<file path="config.mk">
export PLATFORM = sky130hd
export DESIGN_NAME = mem_arbiter
export DESIGN_NICKNAME = d
export VERILOG_FILES = /design/src/rtl/mem_arbiter.sv
export SDC_FILE = /design/constraint.sdc
export NUM_CORES = 1
export LEC_CHECK = 0
export ABC_AREA = 1
export BUFFER_PORTS_ARGS = -buffer_cell sky130_fd_sc_hd__buf_2
export CAP_MARGIN = 10
export CORE_AREA = 8 8 291 293
export CTS_BUF_LIST = sky130_fd_sc_hd__clkbuf_4 sky130_fd_sc_hd__clkbuf_8
export CTS_CLUSTER_DIAMETER = 100
export DETAILED_ROUTE_END_ITERATION = 8
export DIE_AREA = 0 0 299 301
export PLACE_DENSITY_LB_ADDON = 0.15
export RECOVER_POWER = 100
export SLEW_MARGIN = 10
export SYNTH_ARGS = -nofsm -noshare
export SYNTH_HDL_FRONTEND = slang
export SYNTH_SLANG_ARGS = --single-unit
</file>
<file path="constraint.sdc">
create_clock -name clk -period 2.3 [get_ports clk]
set_clock_uncertainty 0.05 [all_clocks]
set_input_delay 0.46 -clock clk [delete_from_list [all_inputs] [get_ports clk]]
set_output_delay 0.46 -clock clk [all_outputs]
set_load 0.1 [all_outputs]
</file>
<file path="src/rtl/mem_arbiter.sv">
// Two-requester arbiter sharing one line-wide memory port between the I-cache and D-cache engines.
// Define ARB_DCACHE_PRIO_EN for fixed D-cache priority on contention; the default build is round-robin.
module mem_arbiter #(
    parameter int ADDR_W = 28,
    parameter int DATA_W = 128,
    parameter int CNT_W  = 16
) (
    input  logic              clk,
    input  logic              rst,
    input  logic              i_read,
    input  logic [ADDR_W-1:0] i_addr,
    output logic [DATA_W-1:0] i_rdata,
    output logic              i_ready,
    input  logic              d_read,
    input  logic              d_write,
    input  logic [ADDR_W-1:0] d_addr,
    input  logic [DATA_W-1:0] d_wdata,
    output logic [DATA_W-1:0] d_rdata,
    output logic              d_ready,
    output logic              mem_read,
    output logic              mem_write,
    output logic [ADDR_W-1:0] mem_addr,
    output logic [DATA_W-1:0] mem_wdata,
    input  logic [DATA_W-1:0] mem_rdata,
    input  logic              mem_ready,
    output logic [CNT_W-1:0]  i_txn_cnt,
    output logic [CNT_W-1:0]  d_txn_cnt
);

    typedef enum logic [1:0] {IDLE, BUSY, DONE} state_t;

    state_t state;
    logic   owner_d;
    logic   last_d;
    logic   i_req;
    logic   d_req;
    logic   grant_d;
    logic   d_is_write;

    assign i_req      = i_read;
    assign d_req      = d_read | d_write;
    assign d_is_write = grant_d & d_write;

    // last_d low means the I-cache was served last, so the D-cache wins the next tie.
    always_comb begin
`ifdef ARB_DCACHE_PRIO_EN
        grant_d = d_req;
`else
        grant_d = d_req & (~i_req | ~last_d);
`endif
    end

    always_ff @(posedge clk) begin
        if (rst) begin
            state     <= IDLE;
            owner_d   <= 1'b0;
            last_d    <= 1'b0;
            mem_read  <= 1'b0;
            mem_write <= 1'b0;
            mem_addr  <= '0;
            mem_wdata <= '0;
            i_rdata   <= '0;
            d_rdata   <= '0;
            i_ready   <= 1'b0;
            d_ready   <= 1'b0;
            i_txn_cnt <= '0;
            d_txn_cnt <= '0;
        end else begin
            case (state)
                IDLE: begin
                    if (i_req || d_req) begin
                        owner_d   <= grant_d;
                        mem_read  <= ~d_is_write;
                        mem_write <= d_is_write;
                        mem_addr  <= grant_d ? d_addr : i_addr;
                        if (d_is_write) begin
                            mem_wdata <= d_wdata;
                        end
                        state <= BUSY;
                    end
                end
                BUSY: begin
                    // Write completions leave the owner's rdata untouched.
                    if (mem_ready) begin
                        mem_read  <= 1'b0;
                        mem_write <= 1'b0;
                        last_d    <= owner_d;
                        if (owner_d) begin
                            d_ready <= 1'b1;
                            if (!mem_write) begin
                                d_rdata <= mem_rdata;
                            end
                            if (d_txn_cnt != '1) begin
                                d_txn_cnt <= d_txn_cnt + CNT_W'(1);
                            end
                        end else begin
                            i_ready <= 1'b1;
                            i_rdata <= mem_rdata;
                            if (i_txn_cnt != '1) begin
                                i_txn_cnt <= i_txn_cnt + CNT_W'(1);
                            end
                        end
                        state <= DONE;
                    end
                end
                DONE: begin
                    i_ready <= 1'b0;
                    d_ready <= 1'b0;
                    state   <= IDLE;
                end
                default: state <= IDLE;
            endcase
        end
    end

endmodule

</file>
==> results of run 1 <==
==> Yosys cell counts, drive strengths merged <==
cell type	n	share of area (%)
or2	1	0.038
nor3	3	0.091
nand2	166	3.9
xor2	8	0.42
nor2	826	19
a21oi	25	0.76
o21bai	2	0.16
clkinv	2	0.045
nand3	25	0.76
clkbuf	81	1.9
a211oi	1	0.045
nand4	6	0.23
buf	66	3.0
xnor2	3	0.16
o21ai	421	13
nand3b	2	0.091
inv	38	0.86
ha	2	0.15
dfxtp	452	55
a31oi	28	1.1
==> cells by family (layout without fill, tap and decap cells) <==
family	after synthesis	in the layout	synth area share [%]
XOR/XNOR	11	11	0.582
AO/OA/AOI/OAI	477	477	14.7
adder cells (fa/ha/maj)	2	2	0.151
buffers and inverters	187	1311	5.78
flip-flops	452	452	54.6
AND/OR/NAND/NOR	1029	1029	24.1
other	0	2	0
==> metrics by stage <==
step	util [%]	instance area (sq um)	hold WS, ps	setup slack (ps)	cells
6_report	33.1	26500	74.8	82.1	4344
5_1_grt	33.1	26500	35.3	3.77	4344
4_1_cts	33.3	26600	0.237	32.2	4342
3_5_place_dp	27.1	21600	410	374	3890
3_3_place_gp	27.1	21600	402	402	3890
2_1_floorplan	-	16600	426	68.7	2158
==> cell type report <==
type | count | area, sq um | share of cell area, %
multi-input combinational | 1519 | 6530 | 24.7
sequential | 452 | 9050 | 34.2
inverter | 40 | 165 | 0.624
clock inverter | 14 | 241 | 0.912
antenna | 2 | 5.00 | 0.0189
timing repair buffer | 1120 | 7440 | 28.1
clock buffer | 137 | 1720 | 6.51
tap | 1060 | 1330 | 5.01
==> how the worst max path moves through the flow <==
stage	from	end	slack, ps	cells after the start
final	d_rdata[116]	d_rdata[116]	80	1
after global routing	state[1]	i_rdata[99]	4	9
after CTS	i_txn_cnt[11]	i_txn_cnt[11]	30	1
after detailed placement	mem_ready	i_rdata[35]	370	9
after global placement	mem_ready	d_rdata[1]	400	9
after floorplan	i_txn_cnt[1]	i_txn_cnt[12]	70	8
==> sequential cells by signal, summed over array words and instances (netlist names) <==
| signal | count |
|---|---|
| d_rdata | 128 |
| i_rdata | 128 |
| mem_wdata | 128 |
| mem_addr | 28 |
| d_txn_cnt | 16 |
| i_txn_cnt | 16 |
| state | 2 |
| d_ready | 1 |
| i_ready | 1 |
| last_d | 1 |
| mem_read | 1 |
| mem_write | 1 |
| owner_d | 1 |
==> report_power, final <==
part / internal (W) / switching (W)
sequential: 0.00840 / 0.000298
combinational: 0.00139 / 0.00552
clock: 0.00533 / 0.00364
==> per-layer routing <==
metal	share of wire (%)	wire (um)	GRT usage (%)
met1	40	30800	18.6
met2	48	37200	27.8
met3	8.4	6500	5.98
met4	3.2	2440	6.29
met5	0.017	13	0
==> results.json, run 1 <==
{
  "vias": 18000,
  "fmax_mhz": 451,
  "clkSinkCount": 452,
  "io-pin-count": 766,
  "cp_top_family": "buffers and inverters",
  "synth_warnings": 0,
  "firstDrtPassIters": 5,
  "cp.arrival_ps": 1710,
  "drv_cap": 0,
  "first_global_vias": 18700,
  "place.gp.congestion": 0.760,
  "core_area_sq_um": 79900,
  "wl_per_cell_um": 17.7,
  "post-route-period-util_pct": 96.4,
  "rsz0062_at_grt": "false",
  "fin_crit_ps": 2220,
  "htreeDepth": 3,
  "clock_latency_ps": 660,
  "drv_slew": 0,
  "drt-total-wl_um": 77000,
  "cts_buffer_depth": 3,
  "ant_nets": 0,
  "required_ps": 1790,
  "yosysUniqueCellTypes": 31,
  "r2r_slack_ps": 180,
  "cts_buffers": 88,
  "worstHoldPathCells": 3,
  "setup_tns_ps": 0,
  "power_w": 0.0246,
  "n_fill_cell": 8687,
  "cts_hold_repair.buffers": 301,
  "tightest_slew_ps": 725,
  "layout_common_cells": "820 x nor2_1, 451 x dfxtp_1, 442 x clkbuf_2, 411 x o21ai_0, 325 x buf_2",
  "start_kind": "register",
  "drive_gt1_share_pct": 30.1,
  "final_common_cell": "nor2_1",
  "port_buffers": 765,
  "min_to": "mem_wdata[91]",
  "drc_errors": 0,
  "ys_seq_elements": 452,
  "reg2reg_depth": 6,
  "finalHoldViolations": 0,
  "dp_hpwl_um": 56100,
  "grt_max_degree": 89,
  "dieWidth_um": 299,
  "synthesis.nets": 2478,
  "critPathCaptureType": "output pin",
  "crit_chain": "clkbuf_2",
  "syn-cell-area_sq_um": 16600,
  "r2r_start": "state[1]",
  "postCtsSetupBuffers": 0,
  "overflow": 0,
  "min_from": "d_wdata[91]",
  "power_leakage_nw": 12.3,
  "grt_usage_pct": 16.4,
  "fin_nets": 3541,
  "die_area_sq_um": 90000,
  "vias_per_cell": 4.14,
  "cp_num_buf_inv": 1,
  "drtIter0Drc": 748,
  "cts-root-buf": "clkbuf_8",
  "timing.rr.end": "mem_wdata[68]",
  "yosysSeqAreaShare_pct": 54.6,
  "cellPowerDensity_nw_per_um2": 928,
  "start_util_pct": 20.7,
  "antenna_found_initial": 4,
  "critical_path_class": "register to output pin",
  "slew_headroom_pct": 51.6,
  "area_delta_synth_final_pct": 59.9,
  "critPathMaxStageDelay_ps": 530,
  "fp.dieH_um": 301,
  "cts_resized": 0,
  "num_rows": 104,
  "hold_class": "primary input to register",
  "crit_fanout": 2,
  "grt_first_pass_wirelength_um": 116000,
  "finalSetupViolations": 0,
  "cts.clk_slew.worst_paths_ps": 60,
  "ir_worst_vdd_uv": 424,
  "cts_tree": "done",
  "status": "complete, no violations",
  "crit_path_top_delay_cell": "clkbuf_2",
  "netlist_instances": 2158,
  "avgSynthCellArea_sq_um": 7.68
}
(Power assumes the default switching activity.)
==> inputs of run 2 (changes only) <==
Settings changed: CORE_AREA 8 8 291 293 to 8 8 296 298, DIE_AREA 0 0 299 301 to 0 0 304 306.
==> run 2 against run 1 <==
- register-to-register slack about the same
- worst hold slack better by 33 ps
- non-clock buffer count down 2
- flip-flop and latch count unchanged
- clock-buffer cell count down 3
- critical path depth unchanged
- fmax up 2.7%
- final cell count up 0.51%
==> results.json, run 2 (synthesis gave the netlist of run 1 again) <==
{
  "fp.dieH_um": 306,
  "vias_per_cell": 4.11,
  "setup_tns_ps": 0,
  "rsz0062_at_grt": "false",
  "ant_nets": 0,
  "layout_common_cells": "822 x nor2_1, 451 x dfxtp_1, 443 x clkbuf_2, 399 x o21ai_0, 324 x buf_2",
  "clkPwrFrac_pct": 35.5,
  "place.gp.congestion": 0.777,
  "crit_path_top_delay_cell": "buf_2",
  "overflow": 0,
  "drv_cap": 0,
  "place_area_sq_um": 21500,
  "critPathCaptureType": "output pin",
  "clock_latency_ps": 650,
  "finalHoldViolations": 0,
  "fin_crit_ps": 2160,
  "finalSetupViolations": 0,
  "switchingPower_w": 0.00954,
  "wl_per_cell_um": 17.8,
  "antenna_found_initial": 5,
  "critPathMaxStageDelay_ps": 500,
  "top_regs": "d_rdata (128), i_rdata (128), mem_wdata (128)",
  "cts_tree": "done",
  "cts_buffer_depth": 3,
  "cp.arrival_ps": 1650,
  "htreeDepth": 3,
  "postCtsSetupBuffers": 0,
  "seqPwrFrac_pct": 36.0,
  "final_common_cell": "nor2_1",
  "drt-total-wl_um": 77700,
  "critical_path_class": "register to output pin",
  "firstDrtPassIters": 5,
  "drc_errors": 0,
  "clkSinkCount": 452,
  "port_buffers": 765,
  "cts-root-buf": "clkbuf_8",
  "grt_first_pass_wirelength_um": 117000,
  "dp_hpwl_um": 56100,
  "start_kind": "register",
  "crit_fanout": 7,
  "power_leakage_nw": 12.2,
  "cts_buffers": 88,
  "area_delta_synth_final_pct": 59.0,
  "n_fill_cell": 9088,
  "post-route-period-util_pct": 93.9,
  "ir_worst_vdd_uv": 411,
  "cellPowerDensity_nw_per_um2": 918,
  "core_area_sq_um": 82900,
  "required_ps": 1790,
  "final_area_sq_um": 26300,
  "num_rows": 106,
  "power_frac_comb_pct": 28.6,
  "netSwitchingFraction_pct": 39.4,
  "vias": 17900,
  "drtIter0Drc": 874,
  "drv_slew": 0,
  "fmax_mhz": 463,
  "post-route-util_pct": 31.8,
  "place_ws_ps": 342,
  "grt_max_degree": 79,
  "fin_ws_ps": 141,
  "hold_class": "primary input to register",
  "dieWidth_um": 304,
  "fin_nets": 3539,
  "cp_top_family": "buffers and inverters",
  "grt_usage_pct": 15.9,
  "start_util_pct": 20.0,
  "intPower_w": 0.0146,
  "die_area_sq_um": 93000,
  "drive_gt1_share_pct": 29.8,
  "slew_headroom_pct": 45.1,
  "power_w": 0.0242,
  "crit_chain": "buf_2",
  "first_global_vias": 18500,
  "cts.clk_slew.worst_paths_ps": 60,
  "cp_num_buf_inv": 1,
  "io-pin-count": 766,
  "status": "complete, no violations",
  "tightest_slew_ps": 824
}
[run 2: cell count changes in the layout (fill, tap and decap cells not counted), moves of 4 or more]
cell / before / now
o21ai_1: 10 / 22
clkinv_2: 3 / 8
clkbuf_8: 111 / 106
buf_4: 29 / 25
buf_12: 16 / 11
clkbuf_4: 28 / 32
dlygate4sd3_1: 301 / 307
o21ai_0: 411 / 399
[run 2: metrics by stage]
step / hold WS [ps] / instances
floorplan: 426 / 2158
global placement: 404 / 3902
detailed placement: 410 / 3902
CTS: 22.6 / 4361
global route: 55.1 / 4365
finish: 107 / 4366
[run 2: path summary, 6_finish.rpt]
path | start | endpoint | slack [ps] | depth (start not counted)
min reg2reg | i_ready | i_ready | 420 | 2
max reg2reg | state[0] | mem_wdata[104] | 190 | 6
max | d_txn_cnt[0] | d_txn_cnt[0] | 140 | 1
min | d_wdata[58] | mem_wdata[58] | 110 | 3
[run 2: layer usage]
| metal | global-route usage (%) | up-vias | part of all wire [%] |
|---|---|---|---|
| met3 | 6.46 | 144 | 8.6 |
| met5 | 0 | - | 0 |
| met4 | 5.94 | 0 | 3.5 |
| met1 | 17.6 | 8081 | 40 |
| met2 | 27.2 | 613 | 48 |
| li1 | - | 9085 | - |
[run 2: final cells by class]
cell class / count / area, sq um / area share, %
Antenna cell: 5 / 12.5 / 0.0475
Clock buffer: 134 / 1670 / 6.33
Clock inverter: 18 / 191 / 0.727
Inverter: 40 / 160 / 0.608
Multi-Input combinational cell: 1519 / 6530 / 24.8
Sequential cell: 452 / 9050 / 34.3
Tap cell: 1080 / 1350 / 5.13
Timing Repair Buffer: 1118 / 7380 / 28.0
[run 2: repair_timing]
action / in CTS / in global routing
endpoints found under the hold margin: 396 / 0
hold buffers: 307 / 0
setup endpoints to repair: 2 / 23
gates resized for setup: 2 / 1
[run 2: power by group through the flow]
stage / clock (W) / sequential (W) / combinational, W
floorplan: 0 / 0.0128 / 0.00111
global placement: 0 / 0.00884 / 0.00655
detailed placement: 0 / 0.00884 / 0.00653
CTS: 0.00900 / 0.00868 / 0.00702
global route: 0.00934 / 0.00876 / 0.00725
finish: 0.00857 / 0.00870 / 0.00691
